[config.mk]
export PLATFORM = sky130hd
export DESIGN_NAME = baseball_play_fsm_flat
export DESIGN_NICKNAME = d
export VERILOG_FILES = /design/src/rtl/baseball_play_fsm_if.sv /design/src/rtl/baseball_play_fsm.sv /design/src/flat_wrapper.sv
export SDC_FILE = /design/constraint.sdc
export NUM_CORES = 1
export LEC_CHECK = 0
export ABC_AREA = 1
export CELL_PAD_IN_SITES_DETAIL_PLACEMENT = 0
export CELL_PAD_IN_SITES_GLOBAL_PLACEMENT = 1
export CORE_MARGIN = 3
export CORE_UTILIZATION = 38
export CTS_BUF_LIST = sky130_fd_sc_hd__clkbuf_4 sky130_fd_sc_hd__clkbuf_8
export CTS_CLUSTER_SIZE = 16
export DETAILED_ROUTE_END_ITERATION = 12
export PLACE_DENSITY_LB_ADDON = 0.1
export SLEW_MARGIN = 20
export SYNTH_ARGS = -nofsm -noshare
export SYNTH_HDL_FRONTEND = slang
export SYNTH_SLANG_ARGS = --single-unit
export TNS_END_PERCENT = 1
[constraint.sdc]
create_clock -name clk -period 2.4 [get_ports clk]
set_clock_uncertainty 0.2 [all_clocks]
set_input_delay 0.36 -clock clk [delete_from_list [all_inputs] [get_ports clk]]
set_output_delay 0.36 -clock clk [all_outputs]
set_load 0.005 [all_outputs]
[src/rtl/baseball_play_fsm_if.sv]
// baseball_play_fsm_if: play-event handshake between the decoder (master) and the game-state engine (slave).
interface baseball_play_fsm_if;
    logic       play_valid;
    logic [2:0] play_code;
    logic       play_ready;
    logic       play_err;
    modport master (output play_valid, play_code, input play_ready, play_err);
    modport slave (input play_valid, play_code, output play_ready, play_err);
endinterface

[src/rtl/baseball_play_fsm.sv]
// baseball_play_fsm: game-state engine tracking runners, outs, batting team and inning from play events.
// Define BASEBALL_WALK_EN to build code 5 as a walk; otherwise code 5 is reported as illegal.
module baseball_play_fsm #(
    parameter int unsigned INNINGS = 9
) (
    input  logic                      clk,
    input  logic                      reset_n,
    baseball_play_fsm_if.slave        play,
    output logic                      team_o,
    output logic [2:0]                base_o,
    output logic [3:0]                add_to_score_o,
    output logic [1:0]                outs_o,
    output logic [3:0]                inning_o,
    output logic                      game_over_o
);
    typedef enum logic [1:0] {IDLE, HOLD, DONE} state_e;
    localparam logic [3:0] LAST_INNING = 4'(INNINGS);

    state_e     state_q, state_d;
    logic       team_q, team_d;
    logic [2:0] base_q, base_d;
    logic [3:0] score_q, score_d;
    logic [1:0] outs_q, outs_d;
    logic [3:0] inning_q, inning_d;
    logic       err_q, err_d;
    logic       end_q, end_d;
    logic [3:0] mask;
    logic [2:0] runs;

    always_ff @(posedge clk or negedge reset_n) begin
        if (!reset_n) begin
            state_q  <= IDLE;
            team_q   <= 1'b0;
            base_q   <= 3'b000;
            score_q  <= 4'b0000;
            outs_q   <= 2'd0;
            inning_q <= 4'd1;
            err_q    <= 1'b0;
            end_q    <= 1'b0;
        end else begin
            state_q  <= state_d;
            team_q   <= team_d;
            base_q   <= base_d;
            score_q  <= score_d;
            outs_q   <= outs_d;
            inning_q <= inning_d;
            err_q    <= err_d;
            end_q    <= end_d;
        end
    end

    // Runs on a hit are the occupied slots of {batter,1st,2nd,3rd} pushed past home.
    always_comb begin
        mask     = (4'b0001 << play.play_code) - 4'b0001;
        runs     = 3'($countones({1'b1, base_q} & mask));
        state_d  = state_q;
        team_d   = team_q;
        base_d   = base_q;
        score_d  = 4'b0000;
        outs_d   = outs_q;
        inning_d = inning_q;
        err_d    = 1'b0;
        end_d    = end_q;
        case (state_q)
            IDLE: if (play.play_valid) begin
                state_d = HOLD;
                case (play.play_code)
                    3'd0: begin
                        if (outs_q != 2'd2) outs_d = outs_q + 2'd1;
                        else begin
                            outs_d = 2'd0;
                            base_d = 3'b000;
                            if (!team_q) team_d = 1'b1;
                            else if (inning_q == LAST_INNING) end_d = 1'b1;
                            else begin
                                team_d   = 1'b0;
                                inning_d = inning_q + 4'd1;
                            end
                        end
                    end
                    3'd1, 3'd2, 3'd3, 3'd4: begin
                        base_d  = 3'({1'b1, base_q} >> play.play_code);
                        score_d = 4'((5'b00001 << runs) >> 1);
                    end
`ifdef BASEBALL_WALK_EN
                    3'd5: begin
                        base_d  = {1'b1, base_q[2] | base_q[1], base_q[0] | (base_q[2] & base_q[1])};
                        score_d = {3'b000, &base_q};
                    end
`endif
                    default: err_d = 1'b1;
                endcase
            end
            HOLD: state_d = end_q ? DONE : IDLE;
            default: state_d = DONE;
        endcase
    end

    assign play.play_ready = (state_q == IDLE);
    assign play.play_err   = err_q;
    assign game_over_o     = (state_q == DONE);
    assign team_o          = team_q;
    assign base_o          = base_q;
    assign add_to_score_o  = score_q;
    assign outs_o          = outs_q;
    assign inning_o        = inning_q;
endmodule

[src/flat_wrapper.sv]
// flat-port wrapper written by rule: the top's interface ports become plain ports
module baseball_play_fsm_flat 
#(
    parameter int unsigned INNINGS = 9
)
  (clk, reset_n, team_o, base_o, add_to_score_o, outs_o, inning_o, game_over_o, play_play_valid, play_play_code, play_play_ready, play_play_err);
  baseball_play_fsm_if play_i ();
  input  logic clk;
  input  logic reset_n;
  output logic team_o;
  output logic [2:0] base_o;
  output logic [3:0] add_to_score_o;
  output logic [1:0] outs_o;
  output logic [3:0] inning_o;
  output logic game_over_o;
  input wire logic [$bits(play_i.play_valid)-1:0] play_play_valid;
  input wire logic [$bits(play_i.play_code)-1:0] play_play_code;
  output wire logic [$bits(play_i.play_ready)-1:0] play_play_ready;
  output wire logic [$bits(play_i.play_err)-1:0] play_play_err;
  assign play_i.play_valid = play_play_valid;
  assign play_i.play_code = play_play_code;
  assign play_play_ready = play_i.play_ready;
  assign play_play_err = play_i.play_err;
  baseball_play_fsm #(.INNINGS(INNINGS)) u_core (.clk(clk), .reset_n(reset_n), .play(play_i), .team_o(team_o), .base_o(base_o), .add_to_score_o(add_to_score_o), .outs_o(outs_o), .inning_o(inning_o), .game_over_o(game_over_o));
endmodule
## Word level (Yosys, flattened, before mapping)

Cells that the tools add are included.
W data, S select, Z words.

- Register bits: 18
- Output and inout port bits: 17
- Logic and storage cells: 54

- $add $sub $neg: 6
- Eq/ne operators: 10
- Shift-type cells: 3
- Mux-type cells: 14
- Bitwise operators: 3
- Reductions and logical operators: 10

Operator list:

| operator | number |
|---|---|
| $mux W4 | 3 |
| $reduce_and A6 Y1 | 2 |
| $reduce_and A4 Y1 | 2 |
| $eq A3 B2 Y1 const B | 2 |
| $mux W2 | 3 |
| $ne A2 B2 Y1 const B | 3 |
| $pmux W3 S2 | 1 |
| $mux W1 | 5 |
| $reduce_or A5 Y1 | 1 |
| $shl A1 B3 Y5 const A | 1 |
| $add A1 B1 Y2 | 2 |
| $add A4 B1 Y4 const B | 1 |
| $and A4 B4 Y4 | 1 |
| $eq A4 B4 Y1 const B | 1 |
| $pmux W2 S2 | 1 |
| $reduce_or A4 Y1 | 1 |
| $shl A1 B3 Y4 const A | 1 |
| $shr A4 B3 Y3 | 1 |
| $sub A4 B1 Y4 const B | 1 |
| $add A3 B3 Y3 | 1 |
| $eq A3 B1 Y1 const B | 1 |
| $eq A3 B3 Y1 const B | 1 |
| $logic_not A3 Y1 | 1 |
| $mux W3 | 1 |
| other kinds (7) | 8 |

## Logic depth before layout (Yosys ltp)

Gate-level depths: netlist (run 1).

- Depth after elaboration: 9
- Depth in mapped cells: 12
- Gate-level depth less buffers: 12

## Worst setup path before layout (run 1)

OpenSTA, ideal clock, no wires.

- Path type: input to register
- Start point: input play_play_code[1]
- End point: register u_core.score_q[2] (netlist: u_core.add_to_score_o[2])
- Library setup time: 0.086 ns
- Arrival: 2.165 ns
- Required time: 2.114 ns
- Slack: -0.051 ns
- Cell stages on the path: 11
- Path buffers: 0
- Cell sequence: nor2_4 -> nand2_1 -> ha_1 -> inv_1 -> o21ai_0 -> a21oi_1 -> ha_1 -> ha_1 -> fa_1 -> inv_1 -> nor3_1

- Cells in the longest elaborated chain, start to end: 9

Ends and longest elaborated chain:

| item | line | RTL |
|---|---|---|
| from (decl) | flat_wrapper.sv:17 | `input wire logic [$bits(play_i.play_code)-1:0] play_play_code;` |
| $shl A1 B3 Y4 | baseball_play_fsm.sv:54 | `mask = (4'b0001 << play.play_code) - 4'b0001;` |
| $sub A4 B1 Y4 | baseball_play_fsm.sv:54 |  |
| $and A4 B4 Y4 | baseball_play_fsm.sv:55 | `runs = 3'($countones({1'b1, base_q} & mask));` |
| $add A1 B1 Y2 (implied by the code) | baseball_play_fsm.sv:55 |  |
| $add A3 B3 Y3 (implied by the code) | baseball_play_fsm.sv:55 |  |
| $shl A1 B3 Y5 | baseball_play_fsm.sv:83 | `score_d = 4'((5'b00001 << runs) >> 1);` |
| $mux W4 * | baseball_play_fsm.sv:67 | `case (play.play_code)` |
| $mux W4 * | baseball_play_fsm.sv:65 | `IDLE: if (play.play_valid) begin` |
| $mux W4 * | baseball_play_fsm.sv:64 | `case (state_q)` |
| named net u_core.score_d[2] | baseball_play_fsm.sv:22 | `logic [3:0] score_q, score_d;` |
| to (signal assigned) | baseball_play_fsm.sv:44 | `score_q <= score_d;` |
| to (decl) | baseball_play_fsm.sv:22 |  |

The timed path passes the listed nets; every way through them passes the cells marked *.
A chain may end at the register's enable or synchronous reset.

## Worst setup path in the final report (run 1)

- Start point: input play_play_code[0]
- End point: register u_core.score_q[2] (netlist: u_core.add_to_score_o[2])

Same word-level chain as after synthesis.

==> impl_metrics.tcl, run 1 <==
set metrics [dict create \
    syn_nets 134 \
    dp_hpwl_um 1600 \
    startpoint "play_play_code[0]" \
    syn-cell-area_mm2 0.001054 \
    core_mm2 0.002545 \
    worst_setup_path_start_kind "primary input" \
    via_per_inst 4.720 \
    track_usage_pct 13.53 \
    cts.root.buffer_cell "clkbuf_4" \
    gp_congestion 0.7475 \
    ys_ff_latch 18 \
    end_kind "flip-flop" \
    post_cts_buffers 0 \
    grt_max_degree 19 \
    period_share_pct 94.64 \
    wl_um 1967 \
    reg2reg_from "u_core.base_o[2]$_DFFE_PN0P_" \
    nFillCells 245 \
    rows 18 \
    netlist_instances 121 \
    cts_made_buffers 3 \
    yosysWarnings 0 \
    start_util_pct 41.40 \
    path_cells "clkbuf_2 -> nor2_4 -> nand2_2 -> ha_4 -> inv_2 -> o21ai_1 -> a21oi_1 -> ha_1 -> ha_2 -> fa_1 -> inv_2 -> nor3_2" \
    synth.area.top_cells "dfrtp_1 (40%), nand2_1 (9.3%), ha_1 (7.1%)" \
    wl_per_cell_um 10.58 \
    drc 0 \
    maxSlewViolCount 0 \
    finalSetupTns_ns 0 \
    clk_pin_slew_ns 0.10 \
    crit_type "in2reg" \
    whs_ns 0.1870 \
    worst_slew_pin_slew_ns 0.2725 \
    first_iter_violations 27 \
    cp_slowest_cell "fa_1" \
    insertion_delay_ns 0.29 \
    port-buffer-count 22 \
    antenna_cells 0 \
    cts.sinks 18 \
    power_density_mw_per_mm2 538.2 \
    final_core_util_pct 56.44 \
    routed-via-count 878 \
    placed_area_mm2 0.001405 \
    cp_max_fo 4 \
    grt_pass1_vias 881 \
    drive_gt1_share_pct 27.56 \
    setup_viol 0 \
    max_stage_delay_ns 0.57 \
    p_leak_uw 0.0007605 \
    max-clock-path-buffers 2 \
    rsz0062_at_grt "no" \
    cts_max_level 1 \
    cp.required_ns 2.42 \
    cp_common_cell "inv_2" \
    timing_hold_violations_final 0 \
    hold_path_class "in2async" \
    num_io_pins 23 \
    drt.antenna.violating_nets 0 \
    synth_cell_types 26 \
    avgSynthCellArea_um2 8.707 \
    die_h_um 58.66 \
    synth_top_area_share_pct 40.38 \
    first_pass_iters 4 \
    die_area_mm2 0.003440 \
    p_total_uw 773.0 \
    max-slew-margin-rel_pct 81.82 \
    critPathArrivalTime_ns 2.29 \
    fmax_mhz 440.3 \
    synth_top_cell_by_area "dfrtp_1" \
    antenna_found_initial 0 \
    status "completed" \
    grt-ovfl-total 0 \
    die_w_um 58.66 \
    finalCriticalPeriod_ns 2.271 \
    syn_to_final_growth_pct 36.34 \
    cap_violations 0 \
    grt_pass1_wl_um 3608 \
    fin_area_mm2 0.001436 \
    peakVddDrop_mv 0.3935 \
    cts_tree "built" \
    final_nets 170 \
    ys_seq_area_share_pct 42.87 \
]
[sequential cells by signal, indices dropped and copies added, names as in the netlist]
signal	flops
u_core.end_q	1
u_core.play.play_err	1
u_core.outs_o	2
u_core.base_o	3
u_core.inning_o	4
u_core.add_to_score_o	4
u_core.team_o	1
u_core.state_q	2
[metal layers]
metal	up-vias	part of all wire [%]	track usage [%]
met5	-	0	0
met4	0	1.4	5.825
met3	2	3.3	1.974
met2	12	51	22.65
met1	408	44	17.36
li1	456	-	-
[critical path: cells and delay by family]
kind                       cells  cell delay [ns]
adders and majority gates      4             1.14
and+or+nand+nor                3             0.37
buffers and inverters          3             0.23
AOI/OAI and AO/OA              2             0.17
[cell usage in the layout, fill, tap and decap left out]
cell,netlist,layout
nand3_1,10,9
nand3b_1,2,2
nand3_2,0,1
buf_4,0,10
nand3_4,1,1
xor2_1,1,1
nor2_4,2,2
nor2_8,2,2
clkdlybuf4s50_1,0,19
o21ai_1,3,4
ha_1,6,4
fa_1,1,1
dfrtp_1,17,17
nand4_1,2,2
nand2_4,2,2
clkbuf_8,0,1
dfstp_2,1,1
nor4_1,1,1
nor2_1,7,7
o21a_1,1,1
ha_2,0,1
clkbuf_2,0,3
nor3_2,1,3
nor2_2,1,1
ha_4,0,1
nand2_1,26,25
inv_2,3,6
clkbuf_4,0,3
inv_1,17,14
a21oi_1,3,3
nor3_1,5,3
nand2_2,4,5
[cell usage after synthesis]
library cell	count
a21oi_1	3
clkbuf_1	1
dfrtp_1	17
dfstp_2	1
fa_1	1
ha_1	6
inv_1	17
inv_2	3
nand2_1	26
nand2_2	4
nand2_4	2
nand3_1	10
nand3_4	1
nand3b_1	2
nand4_1	2
nor2_1	7
nor2_2	1
nor2_4	2
nor2_8	2
nor3_1	5
nor3_2	1
nor4_1	1
o21a_1	1
o21ai_0	1
o21ai_1	3
xor2_1	1
[where the power goes]
part / total [µW] / internal [µW] / switching, µW
combinational: 234 / 115 / 119
sequential: 356 / 329 / 27.4
clock: 183 / 92.3 / 90.9
total: 773 / 536 / 237
[what timing repair did]
action                                  4_1_cts  5_1_grt
pin swaps                                     2        7
resized for setup                             8        5
hold buffers                                  0        0
gates cloned                                  0        0
endpoints found under the setup margin        4        4
endpoints found under the hold margin         0        0
[through the flow]
stage | setup slack, ns | cells
3_5_place_dp | -0.6070 | 182
3_3_place_gp | -0.5770 | 182
6_report | 0.1286 | 186
4_1_cts | 0.004615 | 186
5_1_grt | 0.009095 | 186
2_1_floorplan | -0.007044 | 121
[cells by family (layout without fill, tap and decap cells)]
| kind of cell | after synthesis | in the layout | synth area share [%] |
|---|---|---|---|
| and+or+nand+nor | 66 | 66 | 35.75 |
| buffers and inverters | 21 | 56 | 7.482 |
| DFF | 18 | 18 | 42.87 |
| AOI/OAI and AO/OA | 8 | 8 | 4.037 |
| adders and majority gates | 7 | 7 | 9.026 |
| xor gates and xnor gates | 1 | 1 | 0.8315 |
[path summary, 6_finish.rpt]
kind | end | slack (ns) | cells after the start
hold / removal | u_core.inning_o[2]$_DFFE_PN0P_ | 0.19 | 2
setup reg to reg | u_core.add_to_score_o[2]$_DFF_PN0_ | 0.26 | 7
hold reg to reg | u_core.end_q$_DFFE_PN0P_ | 0.27 | 2
min in group clk | u_core.end_q$_DFFE_PN0P_ | 0.27 | 2
setup / recovery | u_core.add_to_score_o[2]$_DFF_PN0_ | 0.13 | 12
max in group asynchronous | u_core.inning_o[0]$_DFFE_PN1P_ | 1.56 | 2
[layout make-up]
class,count,area [µm²],area share (%)
clock buffers,4,36.28,2.526
flip-flops and latches,18,451.7,31.45
repair buffers,32,280.3,19.51
inverters,20,75.07,5.226
multi-input cells,82,555.5,38.68
well taps,30,37.54,2.613
(Power assumes the default switching activity.)
==> run 2: changes to the inputs <==
--- a/config.mk
+++ b/config.mk
@@ -8,7 +8,6 @@
 export ABC_AREA = 1
 export CELL_PAD_IN_SITES_DETAIL_PLACEMENT = 0
 export CELL_PAD_IN_SITES_GLOBAL_PLACEMENT = 1
-export CORE_MARGIN = 3
 export CORE_UTILIZATION = 38
 export CTS_BUF_LIST = sky130_fd_sc_hd__clkbuf_4 sky130_fd_sc_hd__clkbuf_8
 export CTS_CLUSTER_SIZE = 16
==> run 2 against run 1 <==
  * Routed wire length decreased by 0.86%
  * Register-to-register slack about the same
  * Cell area increased by 0.70%
  * Sequential cell count unchanged
  * Via count increased by 1.8%
  * Sequential power about the same
  * Maximum frequency decreased by 0.43%
==> impl_metrics.tcl, run 2 (synthesized netlist as in run 1, its figures left out) <==
set metrics [dict create \
    reg2reg_from "u_core.base_o[2]$_DFFE_PN0P_" \
    grt_pass1_vias 810 \
    wl_per_cell_um 10.48 \
    grt-ovfl-total 0 \
    first_pass_iters 4 \
    track_usage_pct 15.48 \
    final_cell_mix "nand2_1 (25), clkdlybuf4s50_1 (19), dfrtp_1 (17), inv_1 (14), buf_4 (10)" \
    final_core_util_pct 56.83 \
    die_area_mm2 0.002987 \
    cp_common_cell "inv_2" \
    end_kind "flip-flop" \
    period_share_pct 95.05 \
    power_density_mw_per_mm2 540.5 \
    r2r_end "u_core.add_to_score_o[2]$_DFF_PN0_" \
    cap_violations 0 \
    via_per_inst 4.806 \
    drt-met1-wl_um 899 \
    cp_slowest_cell "fa_2" \
    routed-via-count 894 \
    cp_max_fo 4 \
    multiInputGateArea_um2 565.5 \
    worst_slew_pin_slew_ns 0.2755 \
    finalNonFillerCells 186 \
    fmax_mhz 438.4 \
    cts_made_buffers 3 \
    maxSlewViolCount 0 \
    antenna_cells 0 \
    hold_path_class "in2async" \
    critPathCapture "u_core.add_to_score_o[2]$_DFF_PN0_" \
    core_mm2 0.002545 \
    rrSetupSlack_ns 0.26 \
    die_h_um 54.66 \
    drive_gt1_share_pct 28.21 \
    cts.sinks 18 \
    final_nets 170 \
    max-clock-path-buffers 2 \
    cp.required_ns 2.42 \
    grt_max_degree 19 \
    cts_tree "built" \
    num_io_pins 23 \
    path_cells "clkbuf_2 -> nor2_4 -> nand2_2 -> ha_4 -> inv_2 -> o21ai_1 -> a21oi_1 -> ha_1 -> ha_2 -> fa_2 -> inv_2 -> nor3_2" \
    finalCriticalPeriod_ns 2.281 \
    max_stage_delay_ns 0.60 \
    post_cts_buffers 0 \
    regArea_um2 451.7 \
    p_total_uw 781.7 \
    reg2reg_depth 7 \
    worst_setup_path_start_kind "primary input" \
    dp_hpwl_um 1573 \
    max-slew-margin-rel_pct 81.61 \
    syn_to_final_growth_pct 37.29 \
    final_common_cell "nand2_1" \
    dr_wl_met3_um 60 \
    wl_um 1950 \
    p_leak_uw 0.0007585 \
    rows 18 \
    crit_type "in2reg" \
    status "completed" \
    startpoint "play_play_code[0]" \
    drt.antenna.violating_nets 0 \
    antenna_found_initial 0 \
    grt_pass1_wl_um 3291 \
    top_layer "met4" \
    insertion_delay_ns 0.29 \
    drc 0 \
    first_iter_violations 13 \
    critPathArrivalTime_ns 2.30 \
    timing_hold_violations_final 0 \
    die_w_um 54.66 \
    nFillCells 247 \
    clk_pin_slew_ns 0.11 \
    gp_congestion 0.7466 \
    cts_max_level 1 \
    cts_hold_buf 0 \
    peakVddDrop_mv 0.3227 \
    setup_viol 0 \
    cts.root.buffer_cell "clkbuf_4" \
    port-buffer-count 22 \
    route.met2.wl_um 971 \
    rsz0062_at_grt "no" \
    dpl.cell_count 182 \
    start_util_pct 41.40 \
]
-- run 2: per-stage QoR --
step / instance area (µm²) / setup WS [ns] / hold slack (ns) / TNS (ns)
after detailed placement: 1405 / -0.6201 / 0.2490 / -2.348
after global placement: 1405 / -0.5745 / 0.2362 / -2.190
after global routing: 1446 / 0.02406 / 0.2269 / 0
after CTS: 1446 / 0.0002480 / 0.1815 / 0
after floorplan: 1076 / -0.007044 / -0.1356 / -0.01259
final: 1446 / 0.1188 / 0.1818 / 0
-- run 2: worst max-delay path, delay by kind of cell --
family,cells,cell delay (ns)
adders and majority gates,4,1.18
and+or+nand+nor,3,0.35
buffers and inverters,3,0.23
AOI/OAI and AO/OA,2,0.17
-- run 2: power breakdown --
group | switching [µW] | internal [µW] | leakage (µW)
logic | 121 | 117 | 0.000503
registers | 28.3 | 329 | 0.000234
clock network | 93.9 | 92.3 | 0.0000210
total | 243 | 538 | 0.000758
-- run 2: how the worst min path moves through the flow --
| stage | start | to |
|---|---|---|
| 3_5_place_dp | u_core.end_q$_DFFE_PN0P_ | u_core.end_q$_DFFE_PN0P_ |
| 6_report | reset_n | u_core.inning_o[2]$_DFFE_PN0P_ |
| 2_1_floorplan | reset_n | u_core.add_to_score_o[0]$_DFF_PN0_ |
| 4_1_cts | reset_n | u_core.outs_o[1]$_DFFE_PN0P_ |
| 5_1_grt | reset_n | u_core.outs_o[0]$_DFFE_PN0P_ |
| 3_3_place_gp | u_core.end_q$_DFFE_PN0P_ | u_core.end_q$_DFFE_PN0P_ |
-- run 2: area by class of cell --
| type | instances | share of cell area, % |
|---|---|---|
| Clock buffer | 4 | 2.509 |
| Tap cell | 30 | 2.595 |
| Timing Repair Buffer | 32 | 19.38 |
| Sequential cell | 18 | 31.23 |
| Multi-Input combinational cell | 82 | 39.10 |
| Inverter | 20 | 5.190 |
-- run 2: repair_timing --
item | CTS | global route
gates resized for setup | 9 | 8
setup endpoints to repair | 4 | 4
pin swaps | 2 | 7
-- run 2: layer usage --
layer / up-vias / GRT usage [%]
li1: 459 / -
met1: 415 / 18.95
met2: 18 / 26.51
met3: 2 / 3.333
met4: 0 / 5.128
met5: - / 0
